`config.mk`:
```
export PLATFORM = sky130hd
export DESIGN_NAME = pipelined_wallace_adder
export DESIGN_NICKNAME = d
export VERILOG_FILES = /design/src/rtl/pipelined_wallace_adder.sv
export SDC_FILE = /design/constraint.sdc
export NUM_CORES = 1
export LEC_CHECK = 0
export CELL_PAD_IN_SITES_DETAIL_PLACEMENT = 1
export CELL_PAD_IN_SITES_GLOBAL_PLACEMENT = 1
export CORE_MARGIN = 3
export CORE_UTILIZATION = 40
export DETAILED_ROUTE_END_ITERATION = 10
export HOLD_SLACK_MARGIN = 0.02
export PLACE_DENSITY_LB_ADDON = 0.1
export SLEW_MARGIN = 0
export SYNTH_ARGS = -nofsm -noshare
export SYNTH_HDL_FRONTEND = slang
export SYNTH_SLANG_ARGS = --single-unit
```
`constraint.sdc`:
```
create_clock -name clk -period 4.3 [get_ports clk]
set_input_delay 0.86 -clock clk [delete_from_list [all_inputs] [get_ports clk]]
set_output_delay 0.86 -clock clk [all_outputs]
set_load 0.05 [all_outputs]
```
`src/rtl/pipelined_wallace_adder.sv`:
```
// Pipelined multi-operand adder: registered 3:2 carry-save levels followed by a registered carry-propagate adder.
// Optional macro WALLACE_RESULT_CNT_EN adds a 16-bit output-transfer counter port result_cnt.
module pipelined_wallace_adder #(
  parameter int WIDTH    = 10,
  parameter int CHANNELS = 6,
  parameter int SIGNED   = 0,
  localparam int OW      = WIDTH + $clog2(CHANNELS)
) (
  input  logic                      clk,
  input  logic                      rst,
  input  logic                      in_valid,
  output logic                      in_ready,
  input  logic [CHANNELS*WIDTH-1:0] in_data,
  output logic                      out_valid,
  input  logic                      out_ready,
  output logic [OW-1:0]             out_sum,
  output logic                      busy
`ifdef WALLACE_RESULT_CNT_EN
  ,
  output logic [15:0]               result_cnt
`endif
);

  function automatic int next_rows(input int n);
    return 2 * (n / 3) + n % 3;
  endfunction

  function automatic int rows_at(input int lvl);
    int n;
    n = CHANNELS;
    for (int i = 0; i < lvl; i++) n = next_rows(n);
    return n;
  endfunction

  function automatic int num_stages(input int n);
    int s;
    int r;
    s = 0;
    r = n;
    while (r > 2) begin
      r = next_rows(r);
      s++;
    end
    return s;
  endfunction

  localparam int STAGES = num_stages(CHANNELS);

  logic          adv;
  logic [OW-1:0] ext [CHANNELS];
  logic [OW-1:0] row_a;
  logic [OW-1:0] row_b;
  logic          last_valid;
  logic [OW-1:0] sum_d;

  // Global stall: every stage moves together, so occupancy only changes at the ends.
  assign adv      = !out_valid || out_ready;
  assign in_ready = adv;

  for (genvar k = 0; k < CHANNELS; k++) begin : g_ext
    logic [WIDTH-1:0] op;
    assign op     = in_data[k*WIDTH +: WIDTH];
    assign ext[k] = (SIGNED != 0) ? {{(OW-WIDTH){op[WIDTH-1]}}, op}
                                  : {{(OW-WIDTH){1'b0}}, op};
  end

  if (STAGES == 0) begin : g_notree
    assign row_a      = ext[0];
    assign row_b      = ext[1];
    assign last_valid = in_valid;
    assign busy       = out_valid;
  end else begin : g_tree
    logic [OW-1:0]     lvl_q [STAGES][CHANNELS];
    logic [OW-1:0]     lvl_d [STAGES][CHANNELS];
    logic [STAGES-1:0] vld;

    // Each level reads the previous level's registers; rows beyond the live count stay zero.
    always_comb begin
      logic [OW-1:0] src [CHANNELS];
      logic [OW-1:0] a;
      logic [OW-1:0] b;
      logic [OW-1:0] c;
      int            n;
      int            ncsa;
      lvl_d = '{default: '0};
      src   = '{default: '0};
      a     = '0;
      b     = '0;
      c     = '0;
      n     = 0;
      ncsa  = 0;
      for (int l = 0; l < STAGES; l++) begin
        n    = rows_at(l);
        ncsa = n / 3;
        for (int j = 0; j < CHANNELS; j++)
          src[j] = (l == 0) ? ext[j] : lvl_q[(l == 0) ? 0 : l - 1][j];
        for (int g = 0; g < ncsa; g++) begin
          a = src[3*g];
          b = src[3*g+1];
          c = src[3*g+2];
          lvl_d[l][2*g]   = a ^ b ^ c;
          lvl_d[l][2*g+1] = ((a & b) | (a & c) | (b & c)) << 1;
        end
        for (int r = 0; r < n % 3; r++)
          lvl_d[l][2*ncsa+r] = src[3*ncsa+r];
      end
    end

    always_ff @(posedge clk or posedge rst) begin
      if (rst) begin
        lvl_q <= '{default: '0};
        vld   <= '0;
      end else if (adv) begin
        lvl_q  <= lvl_d;
        vld[0] <= in_valid;
        for (int s = 1; s < STAGES; s++) vld[s] <= vld[s-1];
      end
    end

    assign row_a      = lvl_q[STAGES-1][0];
    assign row_b      = lvl_q[STAGES-1][1];
    assign last_valid = vld[STAGES-1];
    assign busy       = (|vld) || out_valid;
  end

  assign sum_d = row_a + row_b;

  always_ff @(posedge clk or posedge rst) begin
    if (rst) begin
      out_valid <= 1'b0;
      out_sum   <= '0;
    end else if (adv) begin
      out_valid <= last_valid;
      out_sum   <= sum_d;
    end
  end

`ifdef WALLACE_RESULT_CNT_EN
  always_ff @(posedge clk or posedge rst) begin
    if (rst) result_cnt <= '0;
    else if (out_valid && out_ready) result_cnt <= result_cnt + 16'd1;
  end
`endif

endmodule

```
# Word level (Yosys, flattened, before mapping)
# Index checks and enable logic that the tools add are counted.
# classes
add_sub_neg	1
reduce_logical	4
n_bitwise	28
# ops
operator	n
10-bit bitwise AND	7
12-bit bitwise OR	4
10-bit bitwise OR	4
10-bit bitwise XOR	4
12-bit bitwise AND	3
13-bit bitwise XOR	2
13-bit adder	1
10-bit by 11-bit bitwise AND with 11-bit output	1
11-bit by 10-bit bitwise AND with 11-bit output	1
10-bit by 11-bit bitwise XOR with 11-bit output	1
11-bit by 10-bit bitwise XOR with 11-bit output	1
3-bit OR reduction	1
1-bit logical OR	2
1-bit zero test	1
# totals
elab_cells	45
out_inout_bits	16
regBits	121
in_bits	64

# Longest topological paths before layout
# Gate-level depths: netlist (run 1).
# depth
word_depth	3
depth_mapped	8
ltp_nobuf	8

# Worst setup path after synthesis (run 1)
# OpenSTA, ideal clock, no wires.
# synth_path
path_type	input to output
from	input port out_ready
to	output port in_ready
arrival_ns	1.701
t_required_ns	3.440
n_path_buf	3
cell_stages	5
slack_ns	1.739
cell_sequence	nor2b_1 > buf_2 > inv_1 > clkbuf_1 > buf_2
# synth_via
elab_chain_len	1
# synth_rtl
element	line_no	rtl
start: declaration	15	input logic out_ready,
1-bit logical OR	57	assign adv = !out_valid || out_ready;
end: declaration	12	output logic in_ready,
# No other way between the ends.

# Worst setup path in the final report (run 1)
# Ends and elaborated chain as after synthesis.

==> results.cfg, run 1 <==
[run_status]
outcome = finished, final reports clean

[layout]
nFillCells = 1443
area_delta_synth_final_pct = 23.8
n_antenna_cell = 0
nNetsFinal = 729
fin_cells = 792
drive_gt1_share_pct = 4.19

[logic_synthesis]
synthAdderAreaFrac_pct = 17.5
ys_ff_latch = 109
synthFlopType = dfrtp_1
async_flop_share_pct = 100
synthSimpleGateAreaFrac_pct = 23.1
syn_nets = 660
syn-cell-area_sq_um = 5280
synth_compound_area_share_pct = 4.69
synth_cell_types = 29
ys_seq_area_share_pct = 51.7
syn_area_per_cell_sq_um = 9.67
synth_top_family_by_area = simple AND/OR/NAND/NOR gates
yosys_warnings = 0
synth_edf_count = 0
synth.area.mux_share_pct = 0
synth_cells = 546
synth_xor_area_share_pct = 0.498

[critical_path]
r2r_slack_ns = 2.25
slowest_delay_ns = 0.45
r2r_cells = 8
cp-start-kind = input port
r2r-end = out_sum[10]
critPathMaxFanout = 41
critical_path_required_ns = 3.44
worstPathArrival_ns = 2.24
crit_type = input port to output port
crit_path_cell_trace = clkdlybuf4s50_1 -> nor2b_4 -> clkinv_2 -> buf_4
reg2reg_from = row_b[2]
end_kind = output port
cpMaxStageDelayCell = clkdlybuf4s50_1

[hold_path]
worstHoldStart = out_sum[2]
hold_end = out_sum[2]
hold_class = flip-flop to flip-flop
hold_path_depth = 2

[sta]
maxSlewViolCount = 0
final.setup.worst_slack_ns = 1.20
period_share_pct = 72.1
rsz0062_at_grt = false
fin_crit_ns = 3.10
setup_violations = 0
final_hold_viol_count = 0
max_freq_mhz = 323
maxSlewHeadroom_pct = 27.9
finalClockSkew_ns = 0.00481
tightest_slew_ns = 1.08
fin_tns_setup_ns = 0

[power]
sw_frac_of_total_pct = 40.3
clkPwrFrac_pct = 18.4
power_mw = 4.66
power_per_cell_area_nw_per_um2 = 714
switchingPower_mw = 1.88
total_leakage_power_nw = 3.21
p_comb_share_pct = 43.2
intPower_mw = 2.79
seq_power_share_pct = 38.5
ir_worst_vdd_v = 0.000227

[clock_network]
clock_sinks = 109
cts_buffer_depth = 2
post-cts-setup-buffers = 0
clk_latency_ns = 0.34
cts.clk_slew.worst_paths_ns = 0.07
root_buffer = clkbuf_16
ctsHtreeMaxLevel = 3
postCtsHoldBufs = 0
cts_made_buffers = 9
cts.repair.resized = 0
cts_tree = done

[detailed_routing]
route.vias.total = 3732
drt_first_pass_iters = 4
routed_wl_mm = 10.9
drtIter0Drc = 225
drc_errors = 0
wl_per_cell_um = 13.8
drt-vias-per-instance = 4.71
antenna_left = 0

[placement]
dpl_worst_slack_ns = 1.15
portBuffers = 79
dp_hpwl_mm = 7.53
dp_cells = 776
gp_congestion = 0.695

[die]
rows = 41
ios = 80
coreArea_sq_um = 12800
dieArea_sq_um = 14600
die_x_um = 121
die_y_um = 121
start_util_pct = 41.3

[job]
drv_cap = 0

[global_routing]
antenna_found_initial = 0
grt_pass1_vias = 4091
grt_usage_pct = 16.0
grt_max_degree = 110
grt_overflow = 0
grt_pass1_wl_mm = 18.9
==> routing by layer <==
metal  track usage, %  routed length, um  vias up
met2             26.6               5350       49
li1                 -                  -     1829
met1             21.5               5130     1844
met5                0                  0        -
met3             2.47                308       10
met4             5.52                159        0
==> power groups by stage <==
| stage | Clock (mW) | Combinational [mW] | Sequential (mW) |
|---|---|---|---|
| after floorplan | 0 | 1.25 | 1.97 |
| after global placement | 0 | 1.97 | 1.80 |
| after detailed placement | 0 | 2.04 | 1.82 |
| after CTS | 0.885 | 2.06 | 1.81 |
| after global routing | 0.922 | 2.32 | 1.87 |
| final | 0.857 | 2.01 | 1.79 |
==> Yosys cell counts, types with 5 or more instances <==
| library cell | instances | area, sq um |
|---|---|---|
| o21ai_0 | 9 | 45.0 |
| a21oi_1 | 5 | 25.0 |
| dfrtp_1 | 109 | 2730 |
| nor2_1 | 8 | 30.0 |
| clkbuf_1 | 10 | 37.5 |
| nand2_1 | 300 | 1130 |
| buf_2 | 13 | 65.1 |
| ha_1 | 10 | 125 |
| fa_1 | 40 | 801 |
| o21a_1 | 5 | 37.5 |
| inv_1 | 6 | 22.5 |
==> registers in the layout, summed over array words and instances, names as in the netlist <==
register      count
g_tree.lvl_d     10
g_tree.$4.b      10
out_valid         1
g_tree.$4.a      11
out_sum          13
g_tree.vld        3
g_tree.lvl_q     30
row_b            10
g_tree.$4.c      10
row_a            11
==> placed cells by master, fill, tap and decap left out, drive strengths merged, types with 3 or more instances in the layout <==
| cell | synthesis | final |
|---|---|---|
| clkinv | 0 | 4 |
| dfrtp | 109 | 109 |
| a211oi | 4 | 4 |
| buf | 14 | 4 |
| clkbuf | 10 | 12 |
| o21ai | 9 | 9 |
| fa | 40 | 40 |
| nand2 | 300 | 300 |
| o31ai | 3 | 3 |
| o21a | 5 | 5 |
| nor3 | 4 | 4 |
| nor2 | 8 | 8 |
| ha | 10 | 10 |
| a21oi | 5 | 5 |
| clkdlybuf4s50 | 0 | 78 |
| a21o | 4 | 4 |
| inv | 6 | 5 |
| xor2 | 3 | 3 |
==> per-stage QoR <==
step	hold WS, ns	cell area [sq um]	util (%)
CTS	0.475	6530	51.1
floorplan	0.439	5280	-
global placement	0.449	6220	48.7
detailed placement	0.459	6220	48.7
global route	0.493	6530	51.1
finish	0.469	6530	51.1
==> how the worst max path moves through the flow <==
stage / depth (start not counted) / slack, ns / from / to
CTS: 4 / 1.14 / out_ready / in_ready
global route: 4 / 1.06 / out_ready / in_ready
floorplan: 1 / 0.57 / rst / g_tree.$4.a[0]
detailed placement: 4 / 1.15 / out_ready / in_ready
finish: 4 / 1.20 / out_ready / in_ready
global placement: 4 / 1.17 / out_ready / in_ready
==> kinds of logic after synthesis <==
| logic type | count (synthesis) |
|---|---|
| compound gates | 36 |
| simple gates | 318 |
| fa+ha+maj | 50 |
| buf+inv | 30 |
| flops | 109 |
| xor+xnor | 3 |
==> worst max-delay path, delay by kind of cell <==
kind                   cells  cell delay, ns
buffers and inverters      3            1.24
AND/OR/NAND/NOR            1            0.14
==> final cells by class <==
| cell class | count | area, sq um | area share [%] |
|---|---|---|---|
| Tap cell | 172 | 215 | 3.29 |
| Sequential cell | 109 | 2730 | 41.8 |
| Inverter | 6 | 26.3 | 0.402 |
| Clock buffer | 12 | 267 | 4.08 |
| Timing Repair Buffer | 82 | 823 | 12.6 |
| Multi-Input combinational cell | 407 | 2430 | 37.2 |
| Clock inverter | 4 | 45.0 | 0.690 |
(Power assumes the default switching activity.)
==> run 2: changes to the inputs <==
==> constraint.sdc (replaced) <==
create_clock -name clk -period 2.9 [get_ports clk]
set_input_delay 0.58 -clock clk [delete_from_list [all_inputs] [get_ports clk]]
set_output_delay 0.58 -clock clk [all_outputs]
set_load 0.05 [all_outputs]
==> results.cfg, run 2 (synthesis results as in run 1) <==
[detailed_routing]
wl_per_cell_um = 13.6
routed_wl_mm = 10.8
drt-vias-per-instance = 4.77
route.vias.total = 3785
drtIter0Drc = 239
antenna_left = 0
drc_errors = 0
drt_first_pass_iters = 4

[run_status]
outcome = finished, final reports clean

[sta]
max_freq_mhz = 392
finalClockSkew_ns = 0.00632
final_hold_viol_count = 0
rsz0062_at_grt = false
setup_violations = 0
maxSlewViolCount = 0
final.setup.worst_slack_ns = 0.352
fin_tns_setup_ns = 0
fin_crit_ns = 2.55
maxSlewHeadroom_pct = 57.4
tightest_slew_ns = 0.637
period_share_pct = 87.9

[critical_path]
worstPathArrival_ns = 1.97
cp-start-kind = flip-flop
r2r_slack_ns = 0.82
end_kind = output port
crit_type = flip-flop to output port
critical_path_required_ns = 2.32
r2r_cells = 8
critPathMaxFanout = 3

[hold_path]
hold_path_depth = 2
hold_class = flip-flop to flip-flop

[clock_network]
root_buffer = clkbuf_16
cts_tree = done
postCtsHoldBufs = 0
clk_latency_ns = 0.34
cts.clk_slew.worst_paths_ns = 0.07
cts.repair.resized = 0
cts_buffer_depth = 2
clock_sinks = 109
post-cts-setup-buffers = 0
cts_made_buffers = 9
ctsHtreeMaxLevel = 3

[die]
ios = 80
die_y_um = 121
start_util_pct = 41.3
dieArea_sq_um = 14600
rows = 41
die_x_um = 121
coreArea_sq_um = 12800

[global_routing]
grt_overflow = 0
grt_pass1_wl_mm = 18.8
grt_max_degree = 109
grt_usage_pct = 16.0
grt_pass1_vias = 4024
antenna_found_initial = 0

[layout]
final_common_cell = nand2_1
nNetsFinal = 731
largest_reg_flops = 30
drive_gt1_share_pct = 3.86
reg.largest.list = g_tree.lvl_q x30, out_sum x13
multiInputGateArea_sq_um = 2430
layout_common_cells = 300 x nand2_1, 109 x dfrtp_1, 78 x clkdlybuf4s50_1
nFillCells = 1431
n_antenna_cell = 0
top_register = g_tree.lvl_q
area_delta_synth_final_pct = 23.8
regArea_sq_um = 2730
post-route-util_pct = 51.2

[power]
total_leakage_power_nw = 3.20
ir_worst_vdd_v = 0.000381
power_per_cell_area_nw_per_um2 = 1050

[placement]
gp_congestion = 0.751
portBuffers = 79
dp_hpwl_mm = 7.57
dpl_worst_slack_ns = 0.663

[job]
drv_cap = 0
==> run 2: cell count changes in the layout (fill, tap and decap cells not counted), sizes merged <==
cell / previous run / this run
bufinv: 1 / 0
clkinvlp: 0 / 1
inv: 5 / 4
clkbuf: 12 / 15
clkinv: 4 / 2
buf: 4 / 6
==> run 2: critical path, stage by stage, from the launching register on <==
cell             delay, ns
dfrtp_1               0.39
or4_1                 0.52
clkdlybuf4s50_1       0.71
==> run 2: final cells by class <==
type	instances	area share [%]
clock buffer	15	4.10
clock inverter	1	0.0766
inverter	6	0.421
multi-input combinational	407	37.2
sequential	109	41.7
tap	172	3.29
timing repair buffer	84	13.2
==> run 2: stage by stage <==
stage               total power, mW  instances  instance area (sq um)  hold slack, ns
floorplan                      4.79        546                   5280           0.439
global placement               5.62        778                   6260           0.451
detailed placement             5.77        778                   6260           0.456
CTS                            6.97        794                   6540           0.473
global route                   7.50        794                   6540           0.503
finish                         6.84        794                   6540           0.469
==> run 2: power by group <==
part           total, mW  switching, mW  internal, mW
clock network       1.16          0.525         0.631
logic               3.03           1.81          1.22
registers           2.65          0.451          2.20
==> run 2: path summary, 6_finish.rpt <==
path | startpoint | to
min in group asynchronous | rst | out_valid
min reg2reg | g_tree.lvl_d[125] | g_tree.lvl_d[125]
min | g_tree.lvl_d[125] | g_tree.lvl_d[125]
max in group asynchronous | rst | g_tree.lvl_q[212]
max reg2reg | row_b[2] | out_sum[10]
max | g_tree.vld[0] | busy
==> run 2: per-layer routing <==
metal	vias to the layer above	track usage, %	routed length [um]
met5	-	0	0
met4	0	5.31	156
met3	10	3.22	361
met2	51	26.3	5310
met1	1884	21.2	4930
li1	1840	-	-
